==> src/rtl/aleb_seq_cmp_if.sv <==
// Handshake and operand bundle for aleb_seq_cmp.
// The eq signal exists only when ALEB_SEQ_EQ_EN is defined.
interface aleb_seq_cmp_if #(
  parameter int WIDTH = 16
) ();
  logic             start;
  logic [WIDTH-1:0] a;
  logic [WIDTH-1:0] b;
  logic             ci;
  logic             busy;
  logic             done;
  logic             le;
`ifdef ALEB_SEQ_EQ_EN
  logic             eq;

  modport master (output start, a, b, ci, input busy, done, le, eq);
  modport slave  (input start, a, b, ci, output busy, done, le, eq);
`else
  modport master (output start, a, b, ci, input busy, done, le);
  modport slave  (input start, a, b, ci, output busy, done, le);
`endif
endinterface

==> src/rtl/aleb_seq_cmp.sv <==
// Multi-cycle A<=B comparator: WIDTH-bit operands resolved LSB-first, SLICE bits per clock.
// Optional A==B output enabled by defining ALEB_SEQ_EQ_EN.
//
// state | meaning
// IDLE  | waiting for start; le/eq hold the last result
// RUN   | carry chain advancing one slice per clock
module aleb_seq_cmp #(
  parameter int WIDTH  = 16,
  parameter int SLICE  = 2,
  parameter int SIGNED = 0
) (
  input logic          clk,
  input logic          rst,
  aleb_seq_cmp_if.slave bus
);

  localparam int N  = WIDTH / SLICE;
  localparam int CW = (N > 1) ? $clog2(N) : 1;
  // Flipping the MSB maps two's-complement onto offset-binary, so the unsigned chain yields a signed compare.
  localparam logic [WIDTH-1:0] SIGN_FLIP = (SIGNED != 0) ? (WIDTH'(1) << (WIDTH - 1)) : '0;

  if ((SLICE < 1) || (SLICE > WIDTH) || ((WIDTH % SLICE) != 0)) begin : g_bad_param
    $error("aleb_seq_cmp: WIDTH must be a multiple of SLICE, with 1 <= SLICE <= WIDTH");
  end

  typedef enum logic {IDLE, RUN} state_t;

  state_t           state_q, state_d;
  logic [WIDTH-1:0] a_q, a_d;
  logic [WIDTH-1:0] b_q, b_d;
  logic             carry_q, carry_d;
  logic [CW-1:0]    cnt_q, cnt_d;
  logic             done_q, done_d;
  logic             le_q, le_d;
`ifdef ALEB_SEQ_EQ_EN
  logic             eq_acc_q, eq_acc_d;
  logic             eq_q, eq_d;
  logic             slice_eq;
`endif

  logic accept;
  logic last;
  logic chain_c;

  assign accept = (state_q == IDLE) && bus.start;
  assign last   = (cnt_q == CW'(N - 1));

  always_comb begin
    chain_c = carry_q;
    for (int i = 0; i < SLICE; i++) begin
      chain_c = (~a_q[i] & b_q[i]) | (~a_q[i] & chain_c) | (b_q[i] & chain_c);
    end
  end

`ifdef ALEB_SEQ_EQ_EN
  assign slice_eq = (a_q[SLICE-1:0] == b_q[SLICE-1:0]);
`endif

  always_ff @(posedge clk) begin
    if (rst) begin
      state_q <= IDLE;
    end else begin
      state_q <= state_d;
    end
  end

  always_comb begin
    state_d = state_q;
    case (state_q)
      IDLE:    if (bus.start) state_d = RUN;
      RUN:     if (last)      state_d = IDLE;
      default: state_d = IDLE;
    endcase
  end

  always_comb begin
    bus.busy = (state_q == RUN);
    bus.done = done_q;
    bus.le   = le_q;
`ifdef ALEB_SEQ_EQ_EN
    bus.eq   = eq_q;
`endif
  end

  always_comb begin
    a_d     = a_q;
    b_d     = b_q;
    carry_d = carry_q;
    cnt_d   = cnt_q;
    done_d  = 1'b0;
    le_d    = le_q;
`ifdef ALEB_SEQ_EQ_EN
    eq_acc_d = eq_acc_q;
    eq_d     = eq_q;
`endif
    if (accept) begin
      a_d     = bus.a ^ SIGN_FLIP;
      b_d     = bus.b ^ SIGN_FLIP;
      carry_d = bus.ci;
      cnt_d   = '0;
      le_d    = 1'b0;
`ifdef ALEB_SEQ_EQ_EN
      eq_acc_d = 1'b1;
`endif
    end else if (state_q == RUN) begin
      a_d     = a_q >> SLICE;
      b_d     = b_q >> SLICE;
      carry_d = chain_c;
      cnt_d   = cnt_q + CW'(1);
`ifdef ALEB_SEQ_EQ_EN
      eq_acc_d = eq_acc_q & slice_eq;
`endif
      if (last) begin
        le_d   = chain_c;
        done_d = 1'b1;
`ifdef ALEB_SEQ_EQ_EN
        eq_d   = eq_acc_q & slice_eq;
`endif
      end
    end
  end

  always_ff @(posedge clk) begin
    if (rst) begin
      a_q     <= '0;
      b_q     <= '0;
      carry_q <= 1'b0;
      cnt_q   <= '0;
      done_q  <= 1'b0;
      le_q    <= 1'b0;
`ifdef ALEB_SEQ_EQ_EN
      eq_acc_q <= 1'b0;
      eq_q     <= 1'b0;
`endif
    end else begin
      a_q     <= a_d;
      b_q     <= b_d;
      carry_q <= carry_d;
      cnt_q   <= cnt_d;
      done_q  <= done_d;
      le_q    <= le_d;
`ifdef ALEB_SEQ_EQ_EN
      eq_acc_q <= eq_acc_d;
      eq_q     <= eq_d;
`endif
    end
  end

endmodule

==> src/flat_wrapper.sv <==
// flat-port wrapper written by rule: the top's interface ports become plain ports
module aleb_seq_cmp_flat 
#(
  parameter int WIDTH  = 16,
  parameter int SLICE  = 2,
  parameter int SIGNED = 0
)
  (clk, rst, bus_start, bus_a, bus_b, bus_ci, bus_busy, bus_done, bus_le);
  aleb_seq_cmp_if #(.WIDTH(WIDTH)) bus_i ();
  input logic clk;
  input logic rst;
  input wire logic [$bits(bus_i.start)-1:0] bus_start;
  input wire logic [$bits(bus_i.a)-1:0] bus_a;
  input wire logic [$bits(bus_i.b)-1:0] bus_b;
  input wire logic [$bits(bus_i.ci)-1:0] bus_ci;
  output wire logic [$bits(bus_i.busy)-1:0] bus_busy;
  output wire logic [$bits(bus_i.done)-1:0] bus_done;
  output wire logic [$bits(bus_i.le)-1:0] bus_le;
  assign bus_i.start = bus_start;
  assign bus_i.a = bus_a;
  assign bus_i.b = bus_b;
  assign bus_i.ci = bus_ci;
  assign bus_busy = bus_i.busy;
  assign bus_done = bus_i.done;
  assign bus_le = bus_i.le;
  aleb_seq_cmp #(.WIDTH(WIDTH), .SLICE(SLICE), .SIGNED(SIGNED)) u_core (.clk(clk), .rst(rst), .bus(bus_i));
endmodule
==> config.mk <==
export PLATFORM = sky130hd
export DESIGN_NAME = aleb_seq_cmp_flat
export DESIGN_NICKNAME = d
export VERILOG_FILES = /design/src/rtl/aleb_seq_cmp_if.sv /design/src/rtl/aleb_seq_cmp.sv /design/src/flat_wrapper.sv
export SDC_FILE = /design/constraint.sdc
export NUM_CORES = 1
export LEC_CHECK = 0
export BUFFER_PORTS_ARGS = -buffer_cell sky130_fd_sc_hd__buf_2
export CAP_MARGIN = 20
export CORE_ASPECT_RATIO = 1.1
export CORE_MARGIN = 2
export CORE_UTILIZATION = 40
export CTS_CLUSTER_SIZE = 12
export DETAILED_ROUTE_END_ITERATION = 16
export HOLD_SLACK_MARGIN = 0.08
export RECOVER_POWER = 50
export SLEW_MARGIN = 20
export SYNTH_ARGS = -nofsm -noshare
export SYNTH_HDL_FRONTEND = slang
export SYNTH_SLANG_ARGS = --single-unit
export TNS_END_PERCENT = 5
==> constraint.sdc <==
create_clock -name clk -period 2.2 [get_ports clk]
set_clock_uncertainty 0.1 [all_clocks]
set_input_delay 0.33 -clock clk [delete_from_list [all_inputs] [get_ports clk]]
set_output_delay 0.33 -clock clk [all_outputs]
set_load 0.005 [all_outputs]
==> summary.md <==
* hold wc startpoint: rst
* post-synth net total: 236
* detail-routed via count per cell: 4.91
* clock transition at the registers of the reported paths: 70 ps
* vertical extent of the die: 77.1 um
* switching power: 379 uW
* I/O Buffers: 38
* yosys warns: 0
* clock tree from TritonCTS: done
* clock power share: 30.6%
* clock network latency to the later pin of the worst-skew pair: 280 ps
* core utilization of the finished layout: 46.9%
* outcome: finished clean
* dominant cells by area after synthesis: dfxtp_1 40%, mux2_4 13%, nand2_1 8.7%, a21oi_2 7.7%, mux2i_1 4.6%
* PostCTS Resize Cnt: 0
* aggregate negative setup slack: 0 ps
* required time worst endpoint: 2260 ps
* initial antenna violation count: 0
* total congestion overflow: 0
* drt pass-1 iters: 4
* DRC violation count after routing: 0
* filler cell count: 463
* beginning of the worst register-to-register path: u_core.bus.busy$_SDFF_PP0_
* NumNets Final: 271
* Unique masters post-synth: 26
* clk sink count: 39
* depth of the CTS H-tree: 2
* post-layout minimum cycle time: 1780 ps
* vias in the first global route: 1404
* arrival time at the worst endpoint: 1840 ps
* Die Wd: 70.5 um
* filler-free cell count of the finished design: 290
* quantity of hold-fixing buffers added after cts: 0
* fraction of layout instances using a drive strength above 1: 40.2%
* site row count: 26
* Yosys top cell area share: 40.2%
* mean cell area of the mapped netlist: 9.81 sq um
* number of hold-slack violations in the final timing report: 0
* max-cap violations: 0
* final worst path period share: 80.8%
* gate count of the mapped netlist: 198
* sort of element at the end of the critical path: flip-flop
* total routing resource utilization after global routing: 14.1%
* power density over the cells: 680 mW/mm^2
* I/O pins: 39
* Slew Limit Fails: 0
* commonest cells after routing, fill and taps aside: 45 x nand2_1, 39 x dfxtp_1, 36 x buf_2, 17 x a21oi_2, 16 x mux2_4
* Max Root-Sink Buffers: 2
* start-to-end type of the worst setup path: in -> reg
* post-CTS repair timing setup buffer count: 0
* count of placed standard cells including taps: 282
* worst slew pin tran: 900 ps
* part of the total power dissipated in combinational logic: 17.1%
* total wirelength of the detailed-routed design: 3560 um
* type of element launching the critical path: input pin
* area leader, netlist: dfxtp_1
* worst-case vdd ir drop: 405 uV
* normalized max-slew margin: 40.0%
* number of buffers added by the clock tree synthesis step: 5
* detailed-placement wirelength estimate: 2320 um
* sequential group share of total power: 52.3%
* maximum number of pins on one net before global-route repair: 38
* proportion of synthesized chip area in sequential cells: 40.2%
* DRT iter0 DRCs: 85
* starting density of the core: 41.8%
* count of endpoints failing setup in the final report: 0
* Worst Path Max Fanout: 28
* setup repair after global routing missed its margin: false
* wire length of the first global-routing pass: 6210 um
* Inserted Diodes: 0
* fraction of power spent switching nets: 25.5%
* register bit total from synthesis: 39
* achievable clock frequency: 563 MHz
* buffer cell driving the clock tree root: clkbuf_8
* leakage power: 0.000930 uW
* area grow syn2layout: 12.3%
* Power Internal: 1100 uW
* Core Footprint: 0.00465 sq mm
* Die Area: 0.00543 sq mm
* total vias in the final route: 1423
* Routed WL per cell: 12.3 um
* GP Congestion: 0.683
* post-route antenna net violation count: 0
* Design Power: 1480 uW
* post-synthesis instance area: 0.00194 sq mm
* worst setup path start: bus_start
* path class of the lowest-slack min-delay path: in -> reg
* leading cell type in the layout, fill and taps excluded: nand2_1
* r2r setup slk: 900 ps
power by group through the flow:
stage / Sequential [uW] / Combinational, uW / Clock [uW]
2_1_floorplan: 786 / 213 / 0
3_3_place_gp: 791 / 259 / 0
3_5_place_dp: 793 / 258 / 0
4_1_cts: 776 / 261 / 474
5_1_grt: 782 / 285 / 504
6_report: 776 / 253 / 454
state kept, by name, indices dropped and copies added (netlist names):
name	cells
u_core.a_q	16
u_core.b_q	16
u_core.bus.busy	1
u_core.bus.done	1
u_core.bus.le	1
u_core.carry_q	1
u_core.cnt_q	3
critical path, stage by stage:
cell	delay, ps
buf_2	230
clkbuf_2	740
mux2_1	400
nand2_2	80
a21oi_2	50
per-stage QoR:
step	cell area [sq um]	worst slack (ps)	hold slack [ps]
floorplan	1940	948	314
global placement	2120	647	346
detailed placement	2120	643	351
CTS	2200	582	157
global route	2180	274	168
finish	2180	423	170
metal layers:
metal  wire, um  up-vias  track usage, %
met3        152        4            3.68
met5          0        -               0
met2       1620       26            21.6
met1       1740      648            18.7
met4         51        0            5.77
li1           -      745               -
path summary, 6_finish.rpt:
| path | depth (start not counted) | to |
|---|---|---|
| max | 5 | u_core.a_q[13]$_SDFFE_PP0P_ |
| min reg2reg | 2 | u_core.a_q[7]$_SDFFE_PP0P_ |
| min | 2 | u_core.bus.done$_SDFF_PP0_ |
| max reg2reg | 4 | u_core.b_q[5]$_SDFFE_PP0P_ |
cell usage after synthesis:
cell type	number
nand2_2	6
clkbuf_1	4
mux2_4	17
a32o_1	1
buf_12	3
nor2b_1	2
buf_2	3
mux2i_1	9
inv_1	1
a21oi_1	12
o21a_1	1
o21bai_1	1
buf_4	4
buf_6	1
nand2b_1	2
ha_1	2
dfxtp_1	39
nor3_1	4
mux2_2	7
a31oi_1	1
nor3b_1	3
nand2_1	45
nor2_1	8
a21oi_2	17
a211oi_1	4
inv_2	1
cells by family (layout without fill, tap and decap cells):
kind of cell	Yosys count	count (layout)	synth area share, %
buffers and inverters	17	53	7.15
and+or+nand+nor	70	70	15.6
DFF	39	39	40.2
adders and majority gates	2	2	1.29
muxes	33	33	21.8
AOI/OAI and AO/OA	37	37	13.9
layout make-up:
cell class	count	area (sq um)	area share [%]
multi-input cells	142	1020	46.7
flip-flops and latches	39	781	35.8
repair buffers	43	223	10.2
clock buffers	7	76.3	3.50
well taps	56	70.1	3.21
inverters	2	7.51	0.344
clock inverters	1	5.00	0.229
No activity file was read; power rests on OpenSTA's default activity.
